$ cat src/rtl/fifo_wr_arbiter_if.sv
// Write-side bundle between the requesters/FIFO flag and the round-robin arbiter.
// The master side drives requests and the full flag; the slave side is the arbiter.
interface fifo_wr_arbiter_if #(
  parameter int DATA_WIDTH = 8,
  parameter int N_REQ      = 4
);
  localparam int GID_W = $clog2(N_REQ);

  logic [N_REQ-1:0]            req_valid;
  logic [N_REQ*DATA_WIDTH-1:0] req_data;
  logic [N_REQ-1:0]            req_ready;
  logic                        full;
  logic                        wr_en;
  logic [DATA_WIDTH-1:0]       din;
  logic [GID_W-1:0]            grant_id;
  logic                        busy;

  modport master (
    output req_valid, req_data, full,
    input  req_ready, wr_en, din, grant_id, busy
  );

  modport slave (
    input  req_valid, req_data, full,
    output req_ready, wr_en, din, grant_id, busy
  );
endinterface

$ cat src/rtl/fifo_wr_arbiter.sv
// Round-robin arbiter sharing one async_fifo write port between N_REQ requesters.
// Each grant lasts up to MAX_BURST writes; an IDLE bubble separates consecutive grants.
module fifo_wr_arbiter #(
  parameter int DATA_WIDTH = 8,
  parameter int N_REQ      = 4,
  parameter int MAX_BURST  = 4
) (
  input  logic              wr_clk,
  input  logic              rst,
  fifo_wr_arbiter_if.slave  arb
);

  localparam int GID_W = $clog2(N_REQ);
  localparam int CNT_W = (MAX_BURST > 1) ? $clog2(MAX_BURST) : 1;
  localparam logic [GID_W-1:0] LAST_ID   = GID_W'(N_REQ - 1);
  localparam logic [CNT_W-1:0] LAST_BEAT = CNT_W'(MAX_BURST - 1);

  typedef enum logic {
    IDLE  = 1'b0,
    GRANT = 1'b1
  } state_e;

  state_e             state_q, state_d;
  logic [GID_W-1:0]   grant_id_q, grant_id_d;
  logic [GID_W-1:0]   rr_ptr_q, rr_ptr_d;
  logic [CNT_W-1:0]   burst_cnt_q, burst_cnt_d;

  logic [GID_W:0]      pick;
  logic [GID_W-1:0]    next_id;
  logic                in_grant;
  logic                gnt_valid;
  logic                xfer;
  logic [DATA_WIDTH-1:0] sel_data;

  // Modulo-N increment that also works when N_REQ is not a power of two.
  function automatic logic [GID_W-1:0] wrap_inc(input logic [GID_W-1:0] id);
    return (id == LAST_ID) ? '0 : id + 1'b1;
  endfunction

  // Returns {found, index} of the first valid bit at or after ptr, circularly.
  function automatic logic [GID_W:0] rr_pick(input logic [N_REQ-1:0] valid,
                                             input logic [GID_W-1:0] ptr);
    logic             found;
    logic [GID_W-1:0] idx;
    logic [GID_W-1:0] cand;
    found = 1'b0;
    idx   = '0;
    cand  = ptr;
    for (int k = 0; k < N_REQ; k++) begin
      if (!found && valid[cand]) begin
        found = 1'b1;
        idx   = cand;
      end
      cand = wrap_inc(cand);
    end
    return {found, idx};
  endfunction

  always_comb begin
    pick      = rr_pick(arb.req_valid, rr_ptr_q);
    next_id   = wrap_inc(grant_id_q);
    in_grant  = (state_q == GRANT) && !rst;
    gnt_valid = arb.req_valid[grant_id_q];
    xfer      = in_grant && gnt_valid && !arb.full;
  end

  always_comb begin
    sel_data = '0;
    for (int i = 0; i < N_REQ; i++) begin
      if (grant_id_q == GID_W'(i)) begin
        sel_data = arb.req_data[i*DATA_WIDTH +: DATA_WIDTH];
      end
    end
  end

  // Next-state: a full stall falls through every branch and holds all state.
  always_comb begin
    state_d     = state_q;
    grant_id_d  = grant_id_q;
    rr_ptr_d    = rr_ptr_q;
    burst_cnt_d = burst_cnt_q;
    case (state_q)
      IDLE: begin
        if (pick[GID_W]) begin
          state_d     = GRANT;
          grant_id_d  = pick[GID_W-1:0];
          burst_cnt_d = '0;
        end
      end
      GRANT: begin
        if (xfer) begin
          if (burst_cnt_q == LAST_BEAT) begin
            state_d  = IDLE;
            rr_ptr_d = next_id;
          end else begin
            burst_cnt_d = burst_cnt_q + 1'b1;
          end
        end else if (!gnt_valid) begin
          state_d  = IDLE;
          rr_ptr_d = next_id;
        end
      end
      default: state_d = IDLE;
    endcase
  end

  always_ff @(posedge wr_clk) begin
    if (rst) begin
      state_q     <= IDLE;
      grant_id_q  <= '0;
      rr_ptr_q    <= '0;
      burst_cnt_q <= '0;
    end else begin
      state_q     <= state_d;
      grant_id_q  <= grant_id_d;
      rr_ptr_q    <= rr_ptr_d;
      burst_cnt_q <= burst_cnt_d;
    end
  end

  // Outputs are forced low during reset so a reset cycle can never write.
  always_comb begin
    arb.req_ready = '0;
    if (xfer) begin
      arb.req_ready[grant_id_q] = 1'b1;
    end
    arb.wr_en    = xfer;
    arb.din      = in_grant ? sel_data : '0;
    arb.busy     = in_grant;
    arb.grant_id = rst ? '0 : grant_id_q;
  end

endmodule

$ cat src/flat_wrapper.sv
// flat-port wrapper written by rule: the top's interface ports become plain ports
module fifo_wr_arbiter_flat 
#(
  parameter int DATA_WIDTH = 8,
  parameter int N_REQ      = 4,
  parameter int MAX_BURST  = 4
)
  (wr_clk, rst, arb_req_valid, arb_req_data, arb_full, arb_req_ready, arb_wr_en, arb_din, arb_grant_id, arb_busy);
  fifo_wr_arbiter_if #(.DATA_WIDTH(DATA_WIDTH), .N_REQ(N_REQ)) arb_i ();
  input  logic wr_clk;
  input  logic rst;
  input wire logic [$bits(arb_i.req_valid)-1:0] arb_req_valid;
  input wire logic [$bits(arb_i.req_data)-1:0] arb_req_data;
  input wire logic [$bits(arb_i.full)-1:0] arb_full;
  output wire logic [$bits(arb_i.req_ready)-1:0] arb_req_ready;
  output wire logic [$bits(arb_i.wr_en)-1:0] arb_wr_en;
  output wire logic [$bits(arb_i.din)-1:0] arb_din;
  output wire logic [$bits(arb_i.grant_id)-1:0] arb_grant_id;
  output wire logic [$bits(arb_i.busy)-1:0] arb_busy;
  assign arb_i.req_valid = arb_req_valid;
  assign arb_i.req_data = arb_req_data;
  assign arb_i.full = arb_full;
  assign arb_req_ready = arb_i.req_ready;
  assign arb_wr_en = arb_i.wr_en;
  assign arb_din = arb_i.din;
  assign arb_grant_id = arb_i.grant_id;
  assign arb_busy = arb_i.busy;
  fifo_wr_arbiter #(.DATA_WIDTH(DATA_WIDTH), .N_REQ(N_REQ), .MAX_BURST(MAX_BURST)) u_core (.wr_clk(wr_clk), .rst(rst), .arb(arb_i));
endmodule
$ cat config.mk
export PLATFORM = sky130hd
export DESIGN_NAME = fifo_wr_arbiter_flat
export DESIGN_NICKNAME = d
export VERILOG_FILES = /design/src/rtl/fifo_wr_arbiter_if.sv /design/src/rtl/fifo_wr_arbiter.sv /design/src/flat_wrapper.sv
export SDC_FILE = /design/constraint.sdc
export NUM_CORES = 1
export LEC_CHECK = 0
export CELL_PAD_IN_SITES_DETAIL_PLACEMENT = 1
export CELL_PAD_IN_SITES_GLOBAL_PLACEMENT = 2
export CORE_MARGIN = 5
export CORE_UTILIZATION = 20
export DETAILED_ROUTE_END_ITERATION = 8
export GPL_ROUTABILITY_DRIVEN = 0
export PLACE_DENSITY = 0.87
export SETUP_SLACK_MARGIN = 0.02
export SLEW_MARGIN = 20
export SYNTH_ARGS = -nofsm -noshare
export SYNTH_HDL_FRONTEND = slang
export SYNTH_SLANG_ARGS = --single-unit
$ cat constraint.sdc
create_clock -name wr_clk -period 2.4 [get_ports wr_clk]
set_input_delay 0.36 -clock wr_clk [delete_from_list [all_inputs] [get_ports wr_clk]]
set_output_delay 0.36 -clock wr_clk [all_outputs]
set_load 0.05 [all_outputs]
==> impl_metrics.json <==
{
  "antenna_cells": 0,
  "port_buffers": 54,
  "path_max_fanout": 6,
  "setup.worst_path.start_class": "primary input",
  "yosysWarnings": 0,
  "finalNetCount": 243,
  "drtAntennaViolNets": 0,
  "grt_setup_unrepaired": "false",
  "ios": 55,
  "synth_compound_area_share_pct": 30.6,
  "overflow": 0,
  "syn_area_mm2": 0.00105,
  "cts.clk_slew.worst_paths_ns": 0.04,
  "grt_pass1_wl_um": 6240,
  "antenna_found_initial": 0,
  "endpoint_kind": "output pin",
  "p_total_uw": 1120,
  "wire_per_inst_um": 15.2,
  "cp_slowest_cell": "mux4_2",
  "worstPathArrival_ns": 1.92,
  "wl_met2_um": 2220,
  "cts.sinks": 7,
  "synth_top_family_by_area": "compound AO/OA/AOI/OAI gates",
  "drt_iter0_markers": 34,
  "synth_fa_ha_area_share_pct": 7.15,
  "die_x_um": 82.5,
  "max_slew.worst_pin.slew_ns": 0.732,
  "avgViaCountPerCell": 4.69,
  "drt_first_pass_iters": 4,
  "synthCells": 139,
  "final_common_cell": "clkdlybuf4s50_1",
  "vias": 1253,
  "clk_latency_ns": 0.23,
  "synth.net_count": 184,
  "required_ns": 2.04,
  "dpl.hpwl_um": 3230,
  "maxUsedRoutingLayer": "met4",
  "seq_area_frac_synth_pct": 13.3,
  "hold_viol": 0,
  "tns_ns": 0,
  "area_growth_pct": 89.0,
  "final_cell_mix": "clkdlybuf4s50_1, buf_12, nor2_1",
  "start_util_pct": 20.6,
  "die_y_um": 82.5,
  "power-per-cell-area_mw_per_mm2": 565,
  "synth_mux_area_share_pct": 13.1,
  "crit_path_cell_trace": "clkdlybuf4s50_1, mux4_2, nor3b_4, and2_1, buf_12",
  "hold_path_class": "reg2reg",
  "grt_max_degree": 19,
  "outcome": "complete, no violations",
  "whs_ns": 0.485,
  "period_needed_ns": 2.28,
  "synthTopCellsByArea": "dfxtp_1, a21oi_1, ha_1, nor2_1, a221oi_1",
  "ys.flop_type": "dfxtp_1",
  "path_class": "in2out",
  "die-area_mm2": 0.00680,
  "maxCapViolations": 0,
  "period_share_pct": 95.1,
  "slew_headroom_pct": 51.2,
  "synth-edff-count": 0,
  "max_freq_mhz": 438,
  "core_region_area_mm2": 0.00511,
  "ir_drop_uv": 335,
  "synthXorXnorAreaFrac_pct": 0,
  "cts_max_level": 1,
  "synth.largest_area_cell": "dfxtp_1",
  "synth.distinct_cells": 45,
  "root_buffer": "clkbuf_8",
  "rows": 26,
  "synth_seq_cells": 7,
  "synth_simple_gate_area_share_pct": 29.0,
  "setup_viol": 0,
  "grt_pass1_vias": 1233,
  "drive_above_1_share_pct": 28.4,
  "cts_buffers": 3,
  "routed_wl_um": 4060,
  "cts_tree": "built",
  "drv_slew": 0,
  "cts_hold_buffers": 0,
  "crit_path_max_incr_delay_ns": 0.52,
  "yosys.area.top_type_share_pct": 13.3,
  "fin_worst_skew_ns": 0.00612,
  "cts_setup_buffers": 0,
  "routedLengthMet1_um": 1630,
  "ys_async_sr_fraction_pct": 0,
  "p_leak_uw": 0.000727,
  "clk_path_buf_depth": 2,
  "drcViolationCount": 0,
  "wl_met3_um": 168,
  "syn_area_per_cell_um2": 7.55,
  "grt_usage_pct": 11.7
}
## synth_stat cells (2+ instances only)
cell type and instances:
nand2b_1 3, mux2i_1 4, nand3b_1 2, nor2_1 20, nor2b_1 8, o21ai_1 2
and2_1 4, clkbuf_1 6, mux4_2 2, nand2_1 5, o21ai_0 2, o32ai_1 2
dfxtp_1 7, inv_1 6, ha_1 6, a221oi_1 6, buf_2 3, a21oi_1 15
nor3_1 8, o31ai_2 2, o21a_1 2
## layer usage
metal | track usage (%) | up-vias
met2 | 21.2 | 23
met5 | 0 | -
li1 | - | 636
met1 | 14.4 | 590
met3 | 2.49 | 4
met4 | 1.66 | 0
## stage by stage
stage | cell area (um2) | setup WS (ns) | std cells | util (%)
finish | 1980 | 0.117 | 267 | 38.9
floorplan | 1060 | 0.0982 | 139 | -
CTS | 1930 | 0.0489 | 267 | 37.8
detailed placement | 1870 | 0.109 | 263 | 36.6
global placement | 1870 | 0.148 | 263 | 36.6
global route | 1980 | 0.0189 | 267 | 38.9
## power breakdown
group | internal (uW) | switching, uW
sequential | 135 | 21.9
clock | 115 | 54.6
combinational | 391 | 404
total | 641 | 480
## timing repair
item	4_1_cts	5_1_grt
gates cloned	0	0
gates resized for setup	4	16
endpoints found under the setup margin	8	8
pin swaps	0	4
## flip-flops by register name (all words and copies together) (netlist names)
signal / cells
u_core.grant_id_q: 2
u_core.rr_ptr_q: 2
u_core.state_q: 1
u_core.burst_cnt_q: 2
## worst max-delay path, delay by kind of cell
| family | cells | cell delay, ns |
|---|---|---|
| buf+inv | 2 | 0.66 |
| mux | 1 | 0.52 |
| simple gates | 2 | 0.38 |
## cell families after synthesis
group	after synthesis
buf+inv	16
simple gates	57
compound gates	44
mux	9
flops	7
fa+ha+maj	6
## worst paths after layout
path | slack (ns) | end | cells past startpoint | start
setup reg to reg | 0.24 | u_core.burst_cnt_q[1] | 7 | u_core.rr_ptr_q[1]
hold reg to reg | 0.49 | u_core.burst_cnt_q[1] | 2 | u_core.burst_cnt_q[1]
hold / removal | 0.49 | u_core.burst_cnt_q[1] | 2 | u_core.burst_cnt_q[1]
setup / recovery | 0.12 | arb_req_ready[3] | 5 | arb_req_valid[0]
## layout make-up
cell class	instances	area, um2
fillers	610	3120
flip-flops and latches	7	145
inverters	6	25.0
repair buffers	64	776
clock buffers	4	45.0
well taps	70	87.6
multi-input cells	116	906
Power figures use the tool's default switching activity.
